===== src/rtl/bitcoin_miner_param.sv =====
// SHA-256d nonce hasher: reads a 19-word header, computes the midstate once, then hashes
// NUM_NONCES nonces one round per cycle, dumping every H0 or stopping at the first H0 below target.
module bitcoin_miner_param #(
    parameter int NUM_NONCES = 16,
    parameter int CNT_W      = $clog2(NUM_NONCES) + 1
) (
    input  logic        clk,
    input  logic        reset,
    input  logic        start,
    input  logic        mode,
    input  logic [31:0] nonce_base,
    input  logic [31:0] target,
    input  logic [15:0] message_addr,
    input  logic [15:0] output_addr,
    output logic        done,
    output logic        mem_clk,
    output logic        mem_we,
    output logic [15:0] mem_addr,
    output logic [31:0] mem_write_data,
    input  logic [31:0] mem_read_data
);

    // The write counter also walks one prefetch and one closing cycle, so it needs room for count+1.
    localparam int WR_W  = (CNT_W < 2) ? 2 : CNT_W;
    localparam int IDX_W = (NUM_NONCES > 1) ? $clog2(NUM_NONCES) : 1;
    localparam logic [CNT_W-1:0] LAST_N = CNT_W'(NUM_NONCES - 1);

    localparam logic [31:0] K_TAB [0:63] = '{
        32'h428a2f98, 32'h71374491, 32'hb5c0fbcf, 32'he9b5dba5, 32'h3956c25b, 32'h59f111f1, 32'h923f82a4, 32'hab1c5ed5,
        32'hd807aa98, 32'h12835b01, 32'h243185be, 32'h550c7dc3, 32'h72be5d74, 32'h80deb1fe, 32'h9bdc06a7, 32'hc19bf174,
        32'he49b69c1, 32'hefbe4786, 32'h0fc19dc6, 32'h240ca1cc, 32'h2de92c6f, 32'h4a7484aa, 32'h5cb0a9dc, 32'h76f988da,
        32'h983e5152, 32'ha831c66d, 32'hb00327c8, 32'hbf597fc7, 32'hc6e00bf3, 32'hd5a79147, 32'h06ca6351, 32'h14292967,
        32'h27b70a85, 32'h2e1b2138, 32'h4d2c6dfc, 32'h53380d13, 32'h650a7354, 32'h766a0abb, 32'h81c2c92e, 32'h92722c85,
        32'ha2bfe8a1, 32'ha81a664b, 32'hc24b8b70, 32'hc76c51a3, 32'hd192e819, 32'hd6990624, 32'hf40e3585, 32'h106aa070,
        32'h19a4c116, 32'h1e376c08, 32'h2748774c, 32'h34b0bcb5, 32'h391c0cb3, 32'h4ed8aa4a, 32'h5b9cca4f, 32'h682e6ff3,
        32'h748f82ee, 32'h78a5636f, 32'h84c87814, 32'h8cc70208, 32'h90befffa, 32'ha4506ceb, 32'hbef9a3f7, 32'hc67178f2
    };

    localparam logic [31:0] IV_TAB [0:7] = '{
        32'h6a09e667, 32'hbb67ae85, 32'h3c6ef372, 32'ha54ff53a,
        32'h510e527f, 32'h9b05688c, 32'h1f83d9ab, 32'h5be0cd19
    };

    typedef enum logic [2:0] {
        S_IDLE, S_READ, S_MIDSTATE, S_NONCE_SETUP, S_BLK2, S_BLK3, S_WRITE
    } state_t;

    state_t            state_reg;
    logic              mode_reg;
    logic [31:0]       nonce_base_reg;
    logic [31:0]       target_reg;
    logic [15:0]       msg_addr_reg;
    logic [15:0]       out_addr_reg;
    logic [4:0]        rd_cnt_reg;
    logic [5:0]        round_reg;
    logic [CNT_W-1:0]  n_cnt_reg;
    logic [WR_W-1:0]   wr_cnt_reg;
    logic              found_reg;
    logic [31:0]       nonce_reg;
    logic [31:0]       win_nonce_reg;
    logic [31:0]       res_rd_reg;

    logic [31:0] hdr_reg [0:18];
    logic [31:0] w_reg   [0:15];
    logic [31:0] st_reg  [0:7];
    logic [31:0] mid_reg [0:7];
    logic [31:0] res_mem [0:NUM_NONCES-1];

    logic [31:0] st_next      [0:7];
    logic [31:0] w_next       [0:15];
    logic [31:0] dig_mid_next [0:7];
    logic [31:0] dig_iv_next  [0:7];
    logic [31:0] big_s0, big_s1, ch, maj, t1, t2, w_new;
    logic [31:0] nonce_next;
    logic [WR_W-1:0] wr_total;
    logic        res_we;
    logic        hit;

    function automatic logic [31:0] rotr(input logic [31:0] x, input int n);
        return (x >> n) | (x << (32 - n));
    endfunction

    assign mem_clk = clk;

    always_comb begin
        big_s1 = rotr(st_reg[4], 6) ^ rotr(st_reg[4], 11) ^ rotr(st_reg[4], 25);
        ch     = (st_reg[4] & st_reg[5]) ^ (~st_reg[4] & st_reg[6]);
        t1     = st_reg[7] + big_s1 + ch + K_TAB[round_reg] + w_reg[0];
        big_s0 = rotr(st_reg[0], 2) ^ rotr(st_reg[0], 13) ^ rotr(st_reg[0], 22);
        maj    = (st_reg[0] & st_reg[1]) ^ (st_reg[0] & st_reg[2]) ^ (st_reg[1] & st_reg[2]);
        t2     = big_s0 + maj;
        st_next[0] = t1 + t2;
        st_next[1] = st_reg[0];
        st_next[2] = st_reg[1];
        st_next[3] = st_reg[2];
        st_next[4] = st_reg[3] + t1;
        st_next[5] = st_reg[4];
        st_next[6] = st_reg[5];
        st_next[7] = st_reg[6];
        // Window holds W[t..t+15]; the new tail is W[t+16].
        w_new = (rotr(w_reg[14], 17) ^ rotr(w_reg[14], 19) ^ (w_reg[14] >> 10)) + w_reg[9]
              + (rotr(w_reg[1], 7) ^ rotr(w_reg[1], 18) ^ (w_reg[1] >> 3)) + w_reg[0];
    end

    generate
        for (genvar gi = 0; gi < 15; gi++) begin : g_win
            assign w_next[gi] = w_reg[gi + 1];
        end
        for (genvar gi = 0; gi < 8; gi++) begin : g_dig
            assign dig_mid_next[gi] = mid_reg[gi] + st_next[gi];
            assign dig_iv_next[gi]  = IV_TAB[gi] + st_next[gi];
        end
    endgenerate
    assign w_next[15] = w_new;

    assign nonce_next = nonce_base_reg + 32'(n_cnt_reg);
    assign wr_total   = mode_reg ? WR_W'(2) : WR_W'(NUM_NONCES);
    assign res_we     = (state_reg == S_BLK3) && (round_reg == 6'd63) && !mode_reg;
    assign hit        = mode_reg && (dig_iv_next[0] < target_reg);

    always_ff @(posedge clk) begin
        if (res_we) res_mem[n_cnt_reg[IDX_W-1:0]] <= dig_iv_next[0];
        res_rd_reg <= res_mem[wr_cnt_reg[IDX_W-1:0]];
    end

    always_ff @(posedge clk) begin
        if (reset) begin
            state_reg      <= S_IDLE;
            done           <= 1'b1;
            mem_we         <= 1'b0;
            mem_addr       <= 16'd0;
            mem_write_data <= 32'd0;
            mode_reg       <= 1'b0;
            nonce_base_reg <= 32'd0;
            target_reg     <= 32'd0;
            msg_addr_reg   <= 16'd0;
            out_addr_reg   <= 16'd0;
            rd_cnt_reg     <= 5'd0;
            round_reg      <= 6'd0;
            n_cnt_reg      <= '0;
            wr_cnt_reg     <= '0;
            found_reg      <= 1'b0;
            nonce_reg      <= 32'd0;
            win_nonce_reg  <= 32'd0;
        end else begin
            case (state_reg)
                S_IDLE: begin
                    mem_we <= 1'b0;
                    if (start) begin
                        mode_reg       <= mode;
                        nonce_base_reg <= nonce_base;
                        target_reg     <= target;
                        msg_addr_reg   <= message_addr;
                        out_addr_reg   <= output_addr;
                        mem_addr       <= message_addr;
                        rd_cnt_reg     <= 5'd0;
                        n_cnt_reg      <= '0;
                        wr_cnt_reg     <= '0;
                        found_reg      <= 1'b0;
                        done           <= 1'b0;
                        state_reg      <= S_READ;
                    end
                end
                S_READ: begin
                    // Data for the address shown last cycle arrives now.
                    if (rd_cnt_reg != 5'd0) hdr_reg[rd_cnt_reg - 5'd1] <= mem_read_data;
                    if (rd_cnt_reg < 5'd18) mem_addr <= msg_addr_reg + 16'(rd_cnt_reg) + 16'd1;
                    if (rd_cnt_reg == 5'd19) begin
                        for (int i = 0; i < 16; i++) w_reg[i] <= hdr_reg[i];
                        for (int i = 0; i < 8; i++) st_reg[i] <= IV_TAB[i];
                        round_reg <= 6'd0;
                        state_reg <= S_MIDSTATE;
                    end else begin
                        rd_cnt_reg <= rd_cnt_reg + 5'd1;
                    end
                end
                S_MIDSTATE: begin
                    st_reg    <= st_next;
                    w_reg     <= w_next;
                    round_reg <= round_reg + 6'd1;
                    if (round_reg == 6'd63) begin
                        mid_reg   <= dig_iv_next;
                        state_reg <= S_NONCE_SETUP;
                    end
                end
                S_NONCE_SETUP: begin
                    nonce_reg <= nonce_next;
                    w_reg[0]  <= hdr_reg[16];
                    w_reg[1]  <= hdr_reg[17];
                    w_reg[2]  <= hdr_reg[18];
                    w_reg[3]  <= nonce_next;
                    w_reg[4]  <= 32'h80000000;
                    for (int i = 5; i < 15; i++) w_reg[i] <= 32'd0;
                    w_reg[15] <= 32'd640;
                    st_reg    <= mid_reg;
                    round_reg <= 6'd0;
                    state_reg <= S_BLK2;
                end
                S_BLK2: begin
                    round_reg <= round_reg + 6'd1;
                    if (round_reg == 6'd63) begin
                        for (int i = 0; i < 8; i++) w_reg[i] <= dig_mid_next[i];
                        w_reg[8] <= 32'h80000000;
                        for (int i = 9; i < 15; i++) w_reg[i] <= 32'd0;
                        w_reg[15] <= 32'd256;
                        for (int i = 0; i < 8; i++) st_reg[i] <= IV_TAB[i];
                        state_reg <= S_BLK3;
                    end else begin
                        st_reg <= st_next;
                        w_reg  <= w_next;
                    end
                end
                S_BLK3: begin
                    st_reg    <= st_next;
                    w_reg     <= w_next;
                    round_reg <= round_reg + 6'd1;
                    if (round_reg == 6'd63) begin
                        if (hit || n_cnt_reg == LAST_N) begin
                            found_reg     <= hit;
                            win_nonce_reg <= nonce_reg;
                            wr_cnt_reg    <= '0;
                            state_reg     <= S_WRITE;
                        end else begin
                            n_cnt_reg <= n_cnt_reg + CNT_W'(1);
                            state_reg <= S_NONCE_SETUP;
                        end
                    end
                end
                S_WRITE: begin
                    // Cycle 0 primes the result RAM read; the final cycle closes the job.
                    wr_cnt_reg <= wr_cnt_reg + WR_W'(1);
                    if (wr_cnt_reg == wr_total + WR_W'(1)) begin
                        mem_we    <= 1'b0;
                        done      <= 1'b1;
                        state_reg <= S_IDLE;
                    end else if (wr_cnt_reg != '0) begin
                        mem_we   <= 1'b1;
                        mem_addr <= out_addr_reg + 16'(wr_cnt_reg) - 16'd1;
                        if (mode_reg)
                            mem_write_data <= (wr_cnt_reg == WR_W'(1)) ? {31'd0, found_reg} : win_nonce_reg;
                        else
                            mem_write_data <= res_rd_reg;
                    end
                end
                default: state_reg <= S_IDLE;
            endcase
        end
    end

endmodule


===== config.mk =====
export PLATFORM = sky130hd
export DESIGN_NAME = bitcoin_miner_param
export DESIGN_NICKNAME = d
export VERILOG_FILES = /design/src/rtl/bitcoin_miner_param.sv
export SDC_FILE = /design/constraint.sdc
export NUM_CORES = 2
export LEC_CHECK = 0
export ABC_CLOCK_PERIOD_IN_PS = 95300
export CAP_MARGIN = 20
export CORE_MARGIN = 4
export CORE_UTILIZATION = 50
export DETAILED_ROUTE_END_ITERATION = 10
export PLACE_DENSITY = 0.67
export RECOVER_POWER = 100
export SLEW_MARGIN = 20
export SYNTH_ARGS = -nofsm -noshare
export SYNTH_HDL_FRONTEND = slang
export SYNTH_SLANG_ARGS = --single-unit

===== constraint.sdc =====
create_clock -name clk -period 95.3 [get_ports clk]
set_input_delay 14.295 -clock clk [delete_from_list [all_inputs] [get_ports clk]]
set_output_delay 14.295 -clock clk [all_outputs]
set_load 0.005 [all_outputs]

==> results.toml <==
[place]
portBuffers = 182
routabilityCongestion = 0.995
dp_hpwl_um = 287000

[die]
placement_rows = 181
ioPinCount = 183
dieArea_um2 = 253000
initial_core_util = 0.504
die_y_um = 503
fp.coreArea_um2 = 244000
die_w_um = 503

[cells_and_area]
largest_reg_flops = 608
nNetsFinal = 10700
drive_gt1_frac = 0.0680
syn_to_final_growth_pct = 10.5
fillers = 20000

[sta]
rsz0062_at_grt = "no"
maxSlewHeadroom = -6.56
clock_skew_ps = 94.9
finalHoldViolCount = 0
maxSlewViolCount = 3824
worst_pin_slew_ps = 11340
setup_viol = 0
setup-tns-final_ps = 0

[cts]
clock_latency_ps = 1050
post-cts-setup-buffers = 0
postCtsHoldBufs = 0
cts.clk_slew.worst_paths_ps = 60
tritoncts = "built"
cts_resized = 0

[setup_path]
startpoint_type = "clock port"
worstPathMaxFanout = 2
path_common_cell = "clkbuf_16"
setup.worst_path.class = "clk -> out"
required_ps = 81000
crit_chain = "clkbuf_16 > clkbuf_16 > dlygate4sd3_1"
cp_slowest_stage_delay_ps = 560
cp.arrival_ps = 48450
cp-end-kind = "primary output"
rrSetupSlack_ps = 73650
cp_slowest_cell = "dlygate4sd3_1"

[yosys]
synth_fp_nets = 10600
synthesis.instances = 9822
synth_seq_cells = 2412
yosys.area.top_type_share = 0.525
seq_area_frac_synth = 0.568
synth-simple-area-share = 0.0738
synthArstFlopShare = 0
synth_top_cell_by_area = "edfxtp_1"
synthFlopType = "edfxtp_1"
synthTopCellsByArea = "edfxtp_1 52%, ha_1 4.9%, dfxtp_1 4.4%, xnor2_1 3.5%, fa_1 3.2%"
synth.area.mux_share = 0.0347
yosysMostFrequentCell = "edfxtp_1"
syn_area_um2 = 123000
synth_fa_ha_area_frac = 0.0828
synth_edf_count = 2144
synth_top_family_by_area = "compound AO/OA/AOI/OAI gates"
synth_commonest_cells = "2144 x edfxtp_1, 784 x nand2_1, 686 x a21oi_1, 523 x nor2_1, 518 x inv_1"
synth_cell_types = 118
ys_warn_count = 0
syn_avg_cell_area_um2 = 12.5
synth_compound_area_frac = 0.148
synth-xor-area-share = 0.0603

[drt]
vias = 86000
wl_per_cell_um = 30.7
drcViolationCount = 0
first_pass_iters = 8
vias_per_cell = 6.44
drt-total-wl_um = 410000
ant_nets = 0
drt_iter0_markers = 12400

[global_routing]
antenna_found_initial = 27
grt_pass1_wl_um = 583000
grt.total_usage = 0.317
grt_pass1_vias = 82300
grt_max_degree = 188
grt_overflow_total = 0

[run]
drv_cap = 100

[worst_hold_path]
hold_class = "reg -> reg"

[outcome]
status = "complete, but fails checks"
violations = "max-capacitance violations, max-slew violations"
==> cell families (layout without fill, tap and decap cells) <==
group / count (synthesis) / count (layout)
xor+xnor: 838 / 838
other cells: 0 / 10
fa+ha+maj: 697 / 697
flops: 2412 / 2412
buf+inv: 1031 / 1339
mux: 218 / 218
simple gates: 1989 / 1989
compound gates: 2637 / 2637
==> worst paths after layout <==
kind,start,endpoint,depth (start not counted)
max reg2reg,rd_cnt_reg[2]$_SDFFE_PP0P_,st_next[44]$_DFFE_PP_,7
min reg2reg,nonce_reg[20]$_SDFFE_PP0P_,win_nonce_reg[20]$_SDFFE_PP0P_,2
min,nonce_reg[20]$_SDFFE_PP0P_,win_nonce_reg[20]$_SDFFE_PP0P_,2
max,clk,mem_clk,3
==> through the flow <==
stage                     instance area [µm²]   util  instances  hold WS, ps  setup slack, ps
final                                  136000  0.556      13300          447            32550
after global routing                   136000  0.556      13300          463            32540
after CTS                              136000  0.560      13300          451            32670
after detailed placement               128000  0.527      12900          447            32940
after global placement                 128000  0.527      12900          436            32940
after floorplan                        123000      -       9822          432            33240
==> critical path, delay by kind of cell <==
| kind | cells | cell delay [ps] |
|---|---|---|
| buffers and inverters | 3 | 800 |
==> cells in the final DEF, fill, tap and decap left out, drive strengths merged, types with 335 or more instances in the layout <==
cell	Yosys	layout
edfxtp	2144	2144
nand2	784	784
a21oi	692	692
nor2	526	526
inv	520	525
xnor2	501	501
o21ai	492	492
ha	481	481
clkbuf	437	440
xor2	335	335
==> per-layer routing <==
layer | routed length [µm] | up-vias | GRT usage
met2 | 182000 | 5114 | 0.481
li1 | - | 37000 | -
met5 | 118 | - | 0
met4 | 24900 | 16 | 0.156
met1 | 158000 | 42900 | 0.437
met3 | 44200 | 902 | 0.0646
==> area by class of cell <==
type | instances | area [µm²] | area share
Sequential cell | 2412 | 69800 | 0.515
Inverter | 524 | 1970 | 0.0145
Antenna cell | 10 | 25.0 | 0.000185
Clock inverter | 138 | 1420 | 0.0105
Tap cell | 3202 | 4010 | 0.0296
Timing Repair Buffer | 356 | 2710 | 0.0200
Clock buffer | 321 | 6590 | 0.0486
Multi-Input combinational cell | 6379 | 49100 | 0.362
Power is not shown: default switching activity piles up to over one toggle a cycle in this logic, so the estimate is an artifact.
